File: src/rtl/program_mem_loader_if.sv
// Loader stream and fetch port bundle
// for the run-time loadable program memory.
interface program_mem_loader_if #(
  parameter int DATA_W = 16,
  parameter int ADDR_W = 4
);
  logic              ld_start;
  logic [ADDR_W:0]   ld_len;
  logic              ld_valid;
  logic [DATA_W-1:0] ld_data;
  logic              ld_ready;
  logic              ld_busy;
  logic              ld_done;
  logic [ADDR_W:0]   prog_len;
  logic              fetch_req;
  logic [ADDR_W-1:0] fetch_addr;
  logic              fetch_stall;
  logic              fetch_valid;
  logic [DATA_W-1:0] instruction;
  logic              fetch_oob;

  modport master (
    output ld_start, ld_len,
    output ld_valid, ld_data,
    input  ld_ready, ld_busy,
    input  ld_done, prog_len,
    output fetch_req, fetch_addr,
    input  fetch_stall, fetch_valid,
    input  instruction, fetch_oob
  );

  modport slave (
    input  ld_start, ld_len,
    input  ld_valid, ld_data,
    output ld_ready, ld_busy,
    output ld_done, prog_len,
    input  fetch_req, fetch_addr,
    output fetch_stall, fetch_valid,
    output instruction, fetch_oob
  );
endinterface

File: src/rtl/program_mem_loader.sv
// Loadable instruction RAM: streaming loader
// plus 1-cycle fetch port with NOP fill past prog_len.
module program_mem_loader #(
  parameter int                DATA_W    = 16,
  parameter int                ADDR_W    = 4,
  parameter logic [DATA_W-1:0] FILL_WORD = '0
) (
  input logic                 clk,
  input logic                 rst_n,
  program_mem_loader_if.slave bus
);
  localparam int DEPTH = 2**ADDR_W;
  localparam logic [ADDR_W:0] DEPTH_L =
    (ADDR_W+1)'(DEPTH);
  localparam logic [ADDR_W:0] ONE =
    (ADDR_W+1)'(1);

  typedef enum logic [1:0] {
    S_EMPTY,
    S_LOAD,
    S_READY
  } state_e;

  state_e            state_q, state_d;
  logic [ADDR_W:0]   len_q, len_d;
  logic [ADDR_W:0]   ptr_q, ptr_d;
  logic [ADDR_W:0]   plen_q, plen_d;
  logic              done_q, done_d;
  logic              we;
  logic [ADDR_W:0]   len_clip;
  logic              fetch_acc;
  logic              in_range;
  logic              fv_q;
  logic              oob_q;
  logic [DATA_W-1:0] instr_q;
  logic [DATA_W-1:0] mem [DEPTH];

  always_comb begin
    len_clip = bus.ld_len;
    if (bus.ld_len > DEPTH_L) len_clip = DEPTH_L;
  end

  always_comb begin
    state_d = state_q;
    len_d   = len_q;
    ptr_d   = ptr_q;
    plen_d  = plen_q;
    done_d  = 1'b0;
    we      = 1'b0;
    unique case (state_q)
      S_EMPTY, S_READY: begin
        if (bus.ld_start) begin
          len_d  = len_clip;
          ptr_d  = '0;
          plen_d = '0;
          if (len_clip == '0) begin
            state_d = S_READY;
            done_d  = 1'b1;
          end else begin
            state_d = S_LOAD;
          end
        end
      end
      S_LOAD: begin
        if (bus.ld_valid) begin
          we     = 1'b1;
          ptr_d  = ptr_q + ONE;
          plen_d = ptr_q + ONE;
          if (ptr_q == len_q - ONE) begin
            state_d = S_READY;
            done_d  = 1'b1;
          end
        end
      end
      default: state_d = S_EMPTY;
    endcase
  end

  always_ff @(posedge clk or negedge rst_n) begin
    if (!rst_n) begin
      state_q <= S_EMPTY;
      len_q   <= '0;
      ptr_q   <= '0;
      plen_q  <= '0;
      done_q  <= 1'b0;
    end else begin
      state_q <= state_d;
      len_q   <= len_d;
      ptr_q   <= ptr_d;
      plen_q  <= plen_d;
      done_q  <= done_d;
    end
  end

  // RAM content is never reset; prog_len gates visibility.
  always_ff @(posedge clk) begin
    if (we) mem[ptr_q[ADDR_W-1:0]] <= bus.ld_data;
  end

  assign fetch_acc = bus.fetch_req &&
                     (state_q != S_LOAD);
  assign in_range  = {1'b0, bus.fetch_addr} < plen_q;

  always_ff @(posedge clk or negedge rst_n) begin
    if (!rst_n) begin
      fv_q    <= 1'b0;
      oob_q   <= 1'b0;
      instr_q <= FILL_WORD;
    end else begin
      fv_q <= fetch_acc;
      if (fetch_acc) begin
        oob_q   <= !in_range;
        instr_q <= in_range ? mem[bus.fetch_addr]
                            : FILL_WORD;
      end
    end
  end

  assign bus.ld_ready    = (state_q == S_LOAD);
  assign bus.ld_busy     = (state_q == S_LOAD);
  assign bus.fetch_stall = (state_q == S_LOAD);
  assign bus.ld_done     = done_q;
  assign bus.prog_len    = plen_q;
  assign bus.fetch_valid = fv_q;
  assign bus.instruction = instr_q;
  assign bus.fetch_oob   = oob_q;
endmodule

File: src/flat_wrapper.sv
// flat-port wrapper written by rule: the top's interface ports become plain ports
module program_mem_loader_flat 
#(
  parameter int                DATA_W    = 16,
  parameter int                ADDR_W    = 4,
  parameter logic [DATA_W-1:0] FILL_WORD = '0
)
  (clk, rst_n, bus_ld_start, bus_ld_len, bus_ld_valid, bus_ld_data, bus_ld_ready, bus_ld_busy, bus_ld_done, bus_prog_len, bus_fetch_req, bus_fetch_addr, bus_fetch_stall, bus_fetch_valid, bus_instruction, bus_fetch_oob);
  program_mem_loader_if #(.DATA_W(DATA_W), .ADDR_W(ADDR_W)) bus_i ();
  input logic clk;
  input logic rst_n;
  input wire logic [$bits(bus_i.ld_start)-1:0] bus_ld_start;
  input wire logic [$bits(bus_i.ld_len)-1:0] bus_ld_len;
  input wire logic [$bits(bus_i.ld_valid)-1:0] bus_ld_valid;
  input wire logic [$bits(bus_i.ld_data)-1:0] bus_ld_data;
  output wire logic [$bits(bus_i.ld_ready)-1:0] bus_ld_ready;
  output wire logic [$bits(bus_i.ld_busy)-1:0] bus_ld_busy;
  output wire logic [$bits(bus_i.ld_done)-1:0] bus_ld_done;
  output wire logic [$bits(bus_i.prog_len)-1:0] bus_prog_len;
  input wire logic [$bits(bus_i.fetch_req)-1:0] bus_fetch_req;
  input wire logic [$bits(bus_i.fetch_addr)-1:0] bus_fetch_addr;
  output wire logic [$bits(bus_i.fetch_stall)-1:0] bus_fetch_stall;
  output wire logic [$bits(bus_i.fetch_valid)-1:0] bus_fetch_valid;
  output wire logic [$bits(bus_i.instruction)-1:0] bus_instruction;
  output wire logic [$bits(bus_i.fetch_oob)-1:0] bus_fetch_oob;
  assign bus_i.ld_start = bus_ld_start;
  assign bus_i.ld_len = bus_ld_len;
  assign bus_i.ld_valid = bus_ld_valid;
  assign bus_i.ld_data = bus_ld_data;
  assign bus_ld_ready = bus_i.ld_ready;
  assign bus_ld_busy = bus_i.ld_busy;
  assign bus_ld_done = bus_i.ld_done;
  assign bus_prog_len = bus_i.prog_len;
  assign bus_i.fetch_req = bus_fetch_req;
  assign bus_i.fetch_addr = bus_fetch_addr;
  assign bus_fetch_stall = bus_i.fetch_stall;
  assign bus_fetch_valid = bus_i.fetch_valid;
  assign bus_instruction = bus_i.instruction;
  assign bus_fetch_oob = bus_i.fetch_oob;
  program_mem_loader #(.DATA_W(DATA_W), .ADDR_W(ADDR_W), .FILL_WORD(FILL_WORD)) u_core (.clk(clk), .rst_n(rst_n), .bus(bus_i));
endmodule
File: config.mk
export PLATFORM = sky130hd
export DESIGN_NAME = program_mem_loader_flat
export DESIGN_NICKNAME = d
export VERILOG_FILES = /design/src/rtl/program_mem_loader_if.sv /design/src/rtl/program_mem_loader.sv /design/src/flat_wrapper.sv
export SDC_FILE = /design/constraint.sdc
export NUM_CORES = 1
export LEC_CHECK = 0
export CORE_MARGIN = 2
export CORE_UTILIZATION = 45
export CTS_BUF_LIST = sky130_fd_sc_hd__clkbuf_8
export CTS_CLUSTER_DIAMETER = 200
export DETAILED_ROUTE_END_ITERATION = 10
export DONT_BUFFER_PORTS = 1
export GPL_ROUTABILITY_DRIVEN = 0
export GPL_TIMING_DRIVEN = 0
export REMOVE_ABC_BUFFERS = 1
export SLEW_MARGIN = 15
export SYNTH_ARGS = -nofsm -noshare
export SYNTH_HDL_FRONTEND = slang
export SYNTH_SLANG_ARGS = --single-unit
File: constraint.sdc
create_clock -name clk -period 5.75 [get_ports clk]
set_input_delay 0.2875 -clock clk [delete_from_list [all_inputs] [get_ports clk]]
set_output_delay 0.2875 -clock clk [all_outputs]
set_load 0.05 [all_outputs]
==> reports/metrics.cfg <==
[run_status]
outcome = complete, no violations

[clock_tree]
cts_root_buffer = clkbuf_8
numClockSinks = 287
clockBufferDepth = 3
tritoncts.num_buffers = 46
clock_insertion_delay_worst_skew_ns = 0.54
tritoncts = done
cts.reportedPaths.clkPinSlew_ns = 0.06
htree_num_levels = 2
postCtsResizedCells = 0

[grt]
grt_start_max_net_pins = 98
grt_pass1_vias = 6065
grt_first_pass_wirelength_um = 36800
grt_antenna_before_repair = 0
grt.total_usage_pct = 18.8
total_congestion_overflow_after_global_routing = 0

[finish]
final-instance-count-excl-fill = 1053
final_net_count = 723
postLayoutCellArea_um2 = 13000
syn_to_final_growth_pct = 13.4
final_common_cell = edfxtp_1
antenna-diode-count = 0
num-fill-cells = 2086
layout-drive-gt1-share_pct = 14.9
layout.cells.most_common_list = 256 x edfxtp_1, 81 x mux2i_1, 54 x clkbuf_8

[yosys]
synthesis.area_um2 = 11500
synth_edf_count = 256
syn-instance-count = 632
synth-warning-count = 0
yosys_most_used_dff = edfxtp_1
asyncSetResetFlopFracSynth_pct = 10.8
postSynthAreaPerCell_um2 = 18.2
yosysUniqueCellTypes = 43
ys_ff_latch = 287
synth-seq-area-share_pct = 73.7
synth.top_cells.by_area = edfxtp_1 67%, mux2i_1 7.1%, dfrtp_1 6.8%, mux4_1 4.6%, mux4_2 2.4%
synth_top_area_cell = edfxtp_1
synth_largest_type_area_fraction_pct = 66.9

[setup_path]
cp_num_buf_inv = 1
critPathMaxStageDelay_ns = 0.90
timing_worst_setup_path_type = register to register
crit_path_end_kind = register
critical_path.cell_chain = inv_1, ha_1, o21ai_0, a21oi_1, o31a_1, o21ai_1
timing.critical_path.arrival_ns = 3.24
critPathLaunchType = register
regToRegSetupSlack_ns = 2.86
worst_path_dominant_cell_family = compound AO/OA/AOI/OAI gates
critical_path.slowest_cell = dfrtp_1
critPathRequiredTime_ns = 6.11
worstPathMaxFanout = 17

[routing]
drt-initial-drc-count = 512
dr_total_vias = 5854
drt.antenna.violating_nets = 0
avgRoutedWirePerCell_um = 23.2
vias_per_cell = 5.56
routed_wirelength_um = 24500
route.detailed.drc = 0
dr.pass1.iters = 5

[timing]
setup_violations = 0
max_freq_mhz = 347
rsz0062_at_grt = false
worst_slack_ns = 2.86
maxSlewHeadroom_pct = 19.2
final_hold_viol_count = 0
fin_skew_ns = 0.0173
period_needed_ns = 2.89
post-route-period-util_pct = 50.2
tightestPinTransition_ns = 1.20
timing_max_transition_violations_final = 0
setup_tns_ns = 0

[floorplan]
initial_core_utilization_pct = 45.7
die_h_um = 164
core_area_um2 = 25100
chipWidth_um = 164
die_area_um2 = 26800
num_io_pins = 57
total_number_of_placement_rows = 58

[place]
placedCellCount = 942
port-buffer-count = 0
place_ws_ns = 2.86
dpl-instance-area_um2 = 11900
dpl.hpwl_um = 13900

[power]
power.density_nw_per_um2 = 394
power.total_mw = 5.13
power.static_leakage_nw = 4.63
peakVddDrop_v = 0.000375

[min_path]
hold_path_class = input port to register

[flow_run]
max_cap_violations = 0

==> cell usage after synthesis (2+ instances only) <==
library cell	count
edfxtp_1	256
mux2i_1	81
nand2b_1	6
nand3_1	2
nor2_1	17
mux4_2	12
nor3_1	5
ha_1	8
o21ai_1	19
nand2_1	35
clkbuf_2	3
o21ai_0	19
clkbuf_1	4
mux4_1	20
nand3b_1	4
xor2_1	2
buf_2	12
o22ai_1	32
buf_4	3
dfrtp_1	31
xnor2_1	6
o21a_1	17
inv_1	8
buf_6	11
==> stage by stage <==
stage | utilization, % | hold WS (ns)
floorplan | - | -0.00809
global placement | 46.3 | -0.00712
detailed placement | 47.3 | -0.00702
CTS | 51.9 | 0.0140
global route | 51.9 | 0.0375
finish | 51.9 | 0.0391
==> flip-flops by register name, indices dropped and copies added, names as in the netlist <==
name,cells
u_core.bus.fetch_oob,1
u_core.bus.fetch_valid,1
u_core.bus.instruction,16
u_core.bus.ld_done,1
u_core.len_q,5
u_core.mem,256
u_core.ptr_q,5
u_core.state_q,2
==> final cells by class <==
cell class	instances	area [um^2]	share of cell area, %
Clock buffer	54	743	5.71
Sequential cell	287	8460	65.0
Inverter	9	33.8	0.259
Timing Repair Buffer	40	425	3.27
Tap cell	330	413	3.17
Multi-Input combinational cell	301	2790	21.4
Clock inverter	32	153	1.17
==> metal layers <==
| metal | vias to the layer above | share of wire, % | track usage [%] |
|---|---|---|---|
| met5 | - | 0 | 0 |
| met4 | 0 | 1.8 | 5.14 |
| met3 | 38 | 5.6 | 3.79 |
| met2 | 175 | 48 | 30.1 |
| met1 | 3023 | 45 | 26.4 |
| li1 | 2618 | - | - |
==> where the power goes <==
group	switching (mW)	leakage, nW	internal, mW
clock network	0.763	0.553	0.898
registers	0.318	2.72	2.49
logic	0.424	1.37	0.242
==> kinds of logic (layout without fill, tap and decap cells) <==
logic type	count (synthesis)	in the layout	synth area share (%)
compound gates	95	95	5.07
mux	113	113	14.0
fa+ha+maj	8	8	0.872
simple gates	77	77	3.11
xor+xnor	8	8	0.610
buf+inv	44	135	2.66
flops	287	287	73.7
==> worst paths after layout <==
kind / startpoint / endpoint / cells after the start
worst max-delay path: u_core.ptr_q[3]$_DFFE_PN0P_ / u_core.bus.instruction[12]$_DFFE_PN0P_ / 6
worst min-delay path: bus_fetch_addr[3] / u_core.bus.instruction[11]$_DFFE_PN0P_ / 3
worst max register to register: u_core.ptr_q[3]$_DFFE_PN0P_ / u_core.bus.instruction[12]$_DFFE_PN0P_ / 6
min in group asynchronous: rst_n / u_core.bus.fetch_valid$_DFF_PN0_ / 2
worst min register to register: u_core.len_q[4]$_DFFE_PN0P_ / u_core.len_q[4]$_DFFE_PN0P_ / 2
max in group asynchronous: rst_n / u_core.bus.instruction[6]$_DFFE_PN0P_ / 2
==> timing repair <==
action	4_1_cts	5_1_grt
hold buffers	25	0
buffers inserted	0	0
endpoints found under the hold margin	311	0
==> tightest hold or removal path: stages <==
cell	delay [ns]
o21ai_0	0.07
o21a_1	0.12
o21ai_1	0.05
Power figures use the tool's default switching activity.
